$ cat src/rtl/instr_fetch_unit_if.sv
// Fetch-unit bundle: imem request/response handshake plus the decoded-instruction issue port.
// The master is the fetch unit; the slave side is shared by imem and the control unit.
interface instr_fetch_unit_if;
  logic        imem_req_valid;
  logic        imem_req_ready;
  logic [31:0] imem_addr;
  logic        imem_rsp_valid;
  logic [31:0] imem_rsp_data;
  logic        stall;
  logic        branch;
  logic        zero;
  logic        instr_valid;
  logic [5:0]  opcode;
  logic [4:0]  rs;
  logic [4:0]  rt;
  logic [4:0]  rd;
  logic [5:0]  funct;
  logic [15:0] imm;
  logic [31:0] pc_out;
  logic [31:0] pc_plus4;

  modport master (
    output imem_req_valid, imem_addr, instr_valid, opcode, rs, rt, rd, funct, imm,
           pc_out, pc_plus4,
    input  imem_req_ready, imem_rsp_valid, imem_rsp_data, stall, branch, zero
  );

  modport slave (
    input  imem_req_valid, imem_addr, instr_valid, opcode, rs, rt, rd, funct, imm,
           pc_out, pc_plus4,
    output imem_req_ready, imem_rsp_valid, imem_rsp_data, stall, branch, zero
  );
endinterface

$ cat src/rtl/instr_fetch_unit.sv
// MIPS fetch/issue stage: REQ -> WAIT -> ISSUE loop, 3 cycles per instruction minimum.
// Request held until imem_req_ready; issue held while stall; one fetch outstanding at most.
module instr_fetch_unit #(
  parameter logic [31:0] RESET_PC = 32'h0000_0000
) (
  input logic              clk,
  input logic              rst,
  instr_fetch_unit_if.master bus
);
  typedef enum logic [1:0] {IDLE, REQ, WAIT, ISSUE} stateT;

  stateT       state;
  stateT       stateNext;
  logic [31:0] pc;
  logic [31:0] pcNext;
  logic [31:0] ir;
  logic [31:0] irNext;
  logic [31:0] pcPlus4;
  logic [31:0] branchTarget;
  logic        reqValid;
  logic        instrValid;

  assign pcPlus4      = pc + 32'd4;
  assign branchTarget = pcPlus4 + {{14{ir[15]}}, ir[15:0], 2'b00};

  always_ff @(posedge clk) begin
    if (rst) begin
      state <= IDLE;
      pc    <= RESET_PC;
      ir    <= '0;
    end else begin
      state <= stateNext;
      pc    <= pcNext;
      ir    <= irNext;
    end
  end

  always_comb begin
    stateNext  = state;
    pcNext     = pc;
    irNext     = ir;
    reqValid   = 1'b0;
    instrValid = 1'b0;
    case (state)
      IDLE: stateNext = REQ;
      REQ: begin
        reqValid = 1'b1;
        if (bus.imem_req_ready) stateNext = WAIT;
      end
      WAIT: begin
        if (bus.imem_rsp_valid) begin
          irNext    = bus.imem_rsp_data;
          stateNext = ISSUE;
        end
      end
      ISSUE: begin
        instrValid = 1'b1;
        // branch/zero only matter on the cycle the instruction retires
        if (!bus.stall) begin
          pcNext    = (bus.branch && bus.zero) ? branchTarget : pcPlus4;
          stateNext = REQ;
        end
      end
      default: stateNext = IDLE;
    endcase
  end

  assign bus.imem_req_valid = reqValid;
  assign bus.imem_addr      = reqValid ? pc : 32'd0;
  assign bus.instr_valid    = instrValid;
  assign bus.opcode         = ir[31:26];
  assign bus.rs             = ir[25:21];
  assign bus.rt             = ir[20:16];
  assign bus.rd             = ir[15:11];
  assign bus.funct          = ir[5:0];
  assign bus.imm            = ir[15:0];
  assign bus.pc_out         = pc;
  assign bus.pc_plus4       = pcPlus4;
endmodule

$ cat src/flat_wrapper.sv
// flat-port wrapper written by rule: the top's interface ports become plain ports
module instr_fetch_unit_flat 
#(
  parameter logic [31:0] RESET_PC = 32'h0000_0000
)
  (clk, rst, bus_imem_req_valid, bus_imem_addr, bus_instr_valid, bus_opcode, bus_rs, bus_rt, bus_rd, bus_funct, bus_imm, bus_pc_out, bus_pc_plus4, bus_imem_req_ready, bus_imem_rsp_valid, bus_imem_rsp_data, bus_stall, bus_branch, bus_zero);
  instr_fetch_unit_if bus_i ();
  input logic clk;
  input logic rst;
  output wire logic [$bits(bus_i.imem_req_valid)-1:0] bus_imem_req_valid;
  output wire logic [$bits(bus_i.imem_addr)-1:0] bus_imem_addr;
  output wire logic [$bits(bus_i.instr_valid)-1:0] bus_instr_valid;
  output wire logic [$bits(bus_i.opcode)-1:0] bus_opcode;
  output wire logic [$bits(bus_i.rs)-1:0] bus_rs;
  output wire logic [$bits(bus_i.rt)-1:0] bus_rt;
  output wire logic [$bits(bus_i.rd)-1:0] bus_rd;
  output wire logic [$bits(bus_i.funct)-1:0] bus_funct;
  output wire logic [$bits(bus_i.imm)-1:0] bus_imm;
  output wire logic [$bits(bus_i.pc_out)-1:0] bus_pc_out;
  output wire logic [$bits(bus_i.pc_plus4)-1:0] bus_pc_plus4;
  input wire logic [$bits(bus_i.imem_req_ready)-1:0] bus_imem_req_ready;
  input wire logic [$bits(bus_i.imem_rsp_valid)-1:0] bus_imem_rsp_valid;
  input wire logic [$bits(bus_i.imem_rsp_data)-1:0] bus_imem_rsp_data;
  input wire logic [$bits(bus_i.stall)-1:0] bus_stall;
  input wire logic [$bits(bus_i.branch)-1:0] bus_branch;
  input wire logic [$bits(bus_i.zero)-1:0] bus_zero;
  assign bus_imem_req_valid = bus_i.imem_req_valid;
  assign bus_imem_addr = bus_i.imem_addr;
  assign bus_instr_valid = bus_i.instr_valid;
  assign bus_opcode = bus_i.opcode;
  assign bus_rs = bus_i.rs;
  assign bus_rt = bus_i.rt;
  assign bus_rd = bus_i.rd;
  assign bus_funct = bus_i.funct;
  assign bus_imm = bus_i.imm;
  assign bus_pc_out = bus_i.pc_out;
  assign bus_pc_plus4 = bus_i.pc_plus4;
  assign bus_i.imem_req_ready = bus_imem_req_ready;
  assign bus_i.imem_rsp_valid = bus_imem_rsp_valid;
  assign bus_i.imem_rsp_data = bus_imem_rsp_data;
  assign bus_i.stall = bus_stall;
  assign bus_i.branch = bus_branch;
  assign bus_i.zero = bus_zero;
  instr_fetch_unit #(.RESET_PC(RESET_PC)) u_core (.clk(clk), .rst(rst), .bus(bus_i));
endmodule
$ cat config.mk
export PLATFORM = sky130hd
export DESIGN_NAME = instr_fetch_unit_flat
export DESIGN_NICKNAME = d
export VERILOG_FILES = /design/src/rtl/instr_fetch_unit_if.sv /design/src/rtl/instr_fetch_unit.sv /design/src/flat_wrapper.sv
export SDC_FILE = /design/constraint.sdc
export NUM_CORES = 1
export LEC_CHECK = 0
export BUFFER_PORTS_ARGS = -buffer_cell sky130_fd_sc_hd__buf_2
export CAP_MARGIN = 30
export CORE_ASPECT_RATIO = 1.25
export CORE_MARGIN = 2
export CORE_UTILIZATION = 25
export DETAILED_ROUTE_END_ITERATION = 16
export PLACE_DENSITY = 0.5
export SYNTH_ARGS = -nofsm -noshare
export SYNTH_HDL_FRONTEND = slang
export SYNTH_SLANG_ARGS = --single-unit
export TNS_END_PERCENT = 10
$ cat constraint.sdc
create_clock -name clk -period 4.22 [get_ports clk]
set_clock_uncertainty 0.15 [all_clocks]
set_input_delay 0.633 -clock clk [delete_from_list [all_inputs] [get_ports clk]]
set_output_delay 0.633 -clock clk [all_outputs]
set_load 0.02 [all_outputs]
# == Yosys cells after proc, flatten, opt, wreduce, memory -nomap -nowiden ==
# Index checks and enable logic that the tools add are counted.
# word_totals
regBits,66
in_bits,39
output_inout_bits,141
elab_cells,25
# op_classes
add_sub_neg,2
n_eq_ne,6
n_mux,8
bitwise,1
reduce_logical,5
# op_table
operator,n
$mux 32,2
$add 32x3->32 const B,1
$add 32x32->32,1
$pmux 2 s4,1
$mux 2,3
$ne 2x2->1 const B,3
$eq 2x2->1 const B,2
$reduce_and 2->1,2
$reduce_and 3->1,1
$eq 2x1->1 const B,1
$logic_not 2->1,1
$mux 1,2
$logic_and 1x1->1,1
$not 1->1,1

# == Logic depth before layout (Yosys ltp) ==
# logic_depth
ltp_word,3
mapped_depth,18
depth_no_buf,17

# == Worst setup path after synthesis ==
# OpenSTA, ideal clock, no wires.
# synth_path
kind,reg-to-reg
from,register u_core.pc[11] (netlist: u_core.bus.pc_out[11])
to,register u_core.pc[31] (netlist: u_core.bus.pc_out[31])
setup_ns,0.121
t_arrival_ns,4.506
t_required_ns,3.949
setup_slack_ns,-0.557
path_stages_with_launch,19
path_buffers,2
period_less_slack_ns,4.777
cell_sequence,dfxtp_1 > clkbuf_1 > nand4_1 > nor3_2 > nand3_1 > nor2_1 > nand2_1 > xnor2_1 > ha_1 > clkbuf_1 > a2111oi_0 > o21ai_0 > a31o_2 > a21oi_1 > o21ai_1 > xnor2_1 > or3_1 > a21oi_1 > mux2_2
# synth_between
elab_chain_cells,3
# synth_rtl
element,line_no,source
start: declaration,instr_fetch_unit.sv:14,logic [31:0] pc;
start signal: assignment,instr_fetch_unit.sv:33,pc <= pcNext;
$add 32x3->32,instr_fetch_unit.sv:23,assign pcPlus4 = pc + 32'd4;
named net bus_pc_plus4[26],flat_wrapper.sv:20,output wire logic [$bits(bus_i.pc_plus4)-1:0] bus_pc_plus4;
$add 32x32->32,instr_fetch_unit.sv:24,"assign branchTarget = pcPlus4 + {{14{ir[15]}}, ir[15:0], 2'b00};"
$mux 32,instr_fetch_unit.sv:60,pcNext = (bus.branch && bus.zero) ? branchTarget : pcPlus4;
# The timed path passes the listed nets, and every way through them passes these cells.
# A chain may end at the register's enable or synchronous reset.

# == Final worst setup path ==
# layout_path
from,register u_core.pc[14] (netlist: u_core.bus.pc_out[14])
to,register u_core.pc[31] (netlist: u_core.bus.pc_out[31])
# layout_between
elab_chain_cells,3
# layout_rtl
element,line_no
$add 32x3->32 *,instr_fetch_unit.sv:23
$add 32x32->32,instr_fetch_unit.sv:24
$mux 32 *,instr_fetch_unit.sv:60
# Mark *: on every way between the ends. The rest lies on a longest branch, timed or not.

==> results.md <==
- Total grt overflow: 0
- DRT iter0 DRCs: 315
- Longest Clk Path Bufs: 2
- Slowest CP cell: dfxtp_2
- Worst r2r path cells: 16
- Core Footprint: 19540 µm²
- Mean Syn Cell Area: around 7.3 µm²
- Power Dens Cells: 309.9 nW/µm²
- Crit-path max FO: 6
- CTS H-tree depth: 3
- CP dominant cell by count: a21oi_1
- Num ports: 180
- Initial Utilization: 0.2554
- Ys async rst share: 0
- Post-synth EDFFs: 0
- Sw Share: 0.3846
- Total Die Area: 21120 µm²
- Global-route wire length before repair: approximately 29 mm
- Total chip power: approximately 2.1 mW
- Drt wl/cell: 16.17 µm
- Share of layout cells above drive strength 1: 0.3292
- Diode count: 0
- Worst VDD drop: about 0.17 mV
- CP Depth: 16
- Crit Reg-Reg Endpoint: u_core.bus.pc_out[31]
- Crit path buf inv count: 0
- Comb power frac: 0.341
- Vias: between 5k and 6k
- Synth Area in Compound Gates: 0.2176
- Final min period: ~4000 ps
- Status: finished clean
- CP endpoint: u_core.bus.pc_out[31]
- Crit path from: u_core.bus.pc_out[14]
- Largest net degree at the start of global routing: 39
- Synthesized flop and latch total: 64
- Layout area overhead: 36.48%
- FF-to-FF setup slack: between 200 and 250 ps
- Cells after synthesis: approximately 680
- Reg clk slew, reported paths: 60 ps
- DR pass1 iterations: 4
- Proportion of synthesized area in mux cells: 0.006518
- Worst-margin pin slew: roughly 700 ps
- Final setup fails: 0
- Setup CP Type: register to register
- DP HPWL: 14.24 mm
- Critical Path End Type: register
- Post-synth top flop: dfxtp_1
- CTS tree: built
- Worst-Skew Late Latency: about 340 ps
- Max cap viols: 0
- Routed Antenna Nets: 0
- Final Max Slew Viols: 0
- Residual DRC count: 0
- Routed WL: about 19 mm
- Crit path max-delay family: simple AND/OR/NAND/NOR gates
- Via-per-instance ratio: roughly 4.7
- F_max: approximately 250 MHz
- Setup WS pre-CTS: a little over 70 ps
- CP arrival: around 4100 ps
- Chip Width: ~130 µm
- Non-Filler Instances: approximately 1.1k
- Sequential Power Share: 0.336
- Final period utilization: 0.9465
- Slew headroom: 0.5255
- Reg2reg start: u_core.bus.pc_out[14]
- CP cell instances: nand4_1, nor3_4, nand3_2, nor2_2, nand2_2, xnor2_4, ha_1, a2111oi_0, o21ai_0, a31o_2, a21oi_1, o21ai_1, xnor2_1, or3_1, a21oi_1, mux2_2
- Crit path required time: 4300 ps
- Cell variety after synth: 54
- Synth Area in Simple Gates: 0.2565
- Placed Cells incl. Taps: roughly 1.1k
- Area share of fa/ha/maj cells after synthesis: 0.1043
- Initial antenna violation count: 0
- Register area share after synthesis: 0.2567
- Fin worst setup slack: between 200 and 250 ps
- Hold_buf cts: 0
- Setup crit start kind: register
- Crit path largest cell delay: approximately 400 ps
- CTS Sinks: 64
- Synth Area in XOR/XNOR: 0.09125
- Main combinational cell family by area after synthesis: simple AND/OR/NAND/NOR gates
- P_int: between 1 and 1.5 mW
- Final hold vios: 0
- Die height: approximately 160 µm
- Clk pwr share: 0.323
- Worst Hold Class: register to register
- NetSw: roughly 0.81 mW
- Layout Nets: 960
- RePlAce Congestion: 0.8632
- Total GRT Usage: 0.1762
- CTS root buf: clkbuf_16
- Vias in the first global route: roughly 5.3k
- Leak pwr: roughly 3.4 nW
- Ys Warns: 0
- CTS buffer count: 9
- Mapped Area: 4991 µm²
- I/O Buffers: 173
- Row count: 57
## timing repair
item	CTS	global route
endpoints found under the setup margin	0	3
gates resized for setup	0	10
setup buffers	0	3
## area by class of cell
| class | count | area [µm²] |
|---|---|---|
| Inverter | 17 | 63.81 |
| Tap cell | 265 | 331.6 |
| Clock inverter | 4 | 22.52 |
| Fill cell | 2151 | 12730 |
| Clock buffer | 11 | 232.7 |
| Multi-Input combinational cell | 551 | 3521 |
| Timing Repair Buffer | 237 | 1346 |
| Sequential cell | 64 | 1294 |
## per-layer routing
metal	GRT usage	share of wire	vias up
met4	0.05561	0.024	0
li1	-	-	2747
met2	0.3034	0.50	159
met1	0.2179	0.43	2491
met3	0.03821	0.053	26
met5	0	0	-
## sequential cells by signal, summed over array words and instances, names as in the netlist
| signal | cells |
|---|---|
| u_core.state | 2 |
| u_core.ir | 32 |
| u_core.bus.pc_out | 30 |
## tightest hold or removal path, stage by stage, from the launching register on
cell and delay [ps]:
dfxtp_1 310, nand2_1 50, a21oi_1 50
## power groups by stage
stage | clock [mW] | combinational, mW | sequential [mW]
floorplan | 0 | 0.405 | 0.775
global placement | 0 | 0.724 | 0.724
detailed placement | 0 | 0.726 | 0.725
CTS | 0.703 | 0.729 | 0.712
global route | 0.723 | 0.796 | 0.720
finish | 0.681 | 0.720 | 0.710
## cells by family (layout without fill, tap and decap cells)
group / count (synthesis) / in the layout
AO/OA/AOI/OAI: 172 / 172
XOR/XNOR: 52 / 52
adder cells (fa/ha/maj): 41 / 41
buffers and inverters: 71 / 269
flip-flops: 64 / 64
multiplexers: 3 / 3
other: 1 / 6
AND/OR/NAND/NOR: 277 / 277
## per-stage QoR
step	TNS, ps	hold slack (ps)	util	area [µm²]
2_1_floorplan	0	319.2	-	5116
3_3_place_gp	0	290.5	0.3322	6492
3_5_place_dp	0	296.1	0.3322	6492
4_1_cts	0	305.2	0.3453	6748
5_1_grt	-7.046	323.7	0.3486	6812
6_report	0	303.3	0.3486	6812
## synth_stat cells, types with 3 or more instances
master | instances | area, µm²
a2111oi_0 | 3 | 26.28
a211oi_1 | 6 | 45.04
a21o_1 | 17 | 127.6
a21oi_1 | 73 | 365.4
a221oi_1 | 5 | 43.79
a22oi_1 | 3 | 22.52
a311oi_1 | 7 | 61.31
a31oi_1 | 4 | 25.02
and2_1 | 28 | 175.2
and3_1 | 9 | 56.30
and4_1 | 4 | 35.03
buf_4 | 17 | 127.6
clkbuf_1 | 35 | 131.4
dfxtp_1 | 64 | 1281
ha_1 | 40 | 500.5
inv_1 | 17 | 63.81
nand2_1 | 120 | 450.4
nand2b_1 | 3 | 18.77
nand3_1 | 20 | 100.1
nand4_1 | 15 | 93.84
nor2_1 | 56 | 210.2
nor2b_1 | 3 | 18.77
nor3_1 | 6 | 30.03
nor4_1 | 4 | 25.02
o21a_1 | 3 | 22.52
o21ai_0 | 27 | 135.1
o21bai_1 | 3 | 22.52
o221ai_1 | 3 | 26.28
or2_2 | 3 | 18.77
xnor2_1 | 32 | 280.3
xor2_1 | 20 | 175.2
## worst min path at each step
| stage | start | to | slack [ps] | depth (start not counted) |
|---|---|---|---|---|
| 2_1_floorplan | u_core.state[1] | u_core.state[1] | 320 | 2 |
| 3_3_place_gp | u_core.ir[18] | u_core.ir[18] | 290 | 2 |
| 3_5_place_dp | u_core.ir[29] | u_core.ir[29] | 300 | 2 |
| 4_1_cts | u_core.ir[17] | u_core.ir[17] | 310 | 2 |
| 5_1_grt | u_core.ir[16] | u_core.ir[16] | 320 | 2 |
| 6_report | u_core.ir[16] | u_core.ir[16] | 300 | 2 |
## cell usage in the layout, fill, tap and decap left out, types with 7 or more instances in the layout
master       n
clkbuf_16    9
nor2_1      53
o21ai_0     26
a21oi_1     72
nand4_1     15
and3_1       9
and2_1      28
nand3_1     18
ha_1        38
xnor2_1     30
a21o_1      17
buf_2      173
dfxtp_2     10
buf_4       64
inv_1       17
nand2_1    119
a311oi_1     7
dfxtp_1     54
xor2_1      17
Power figures use the tool's default switching activity.
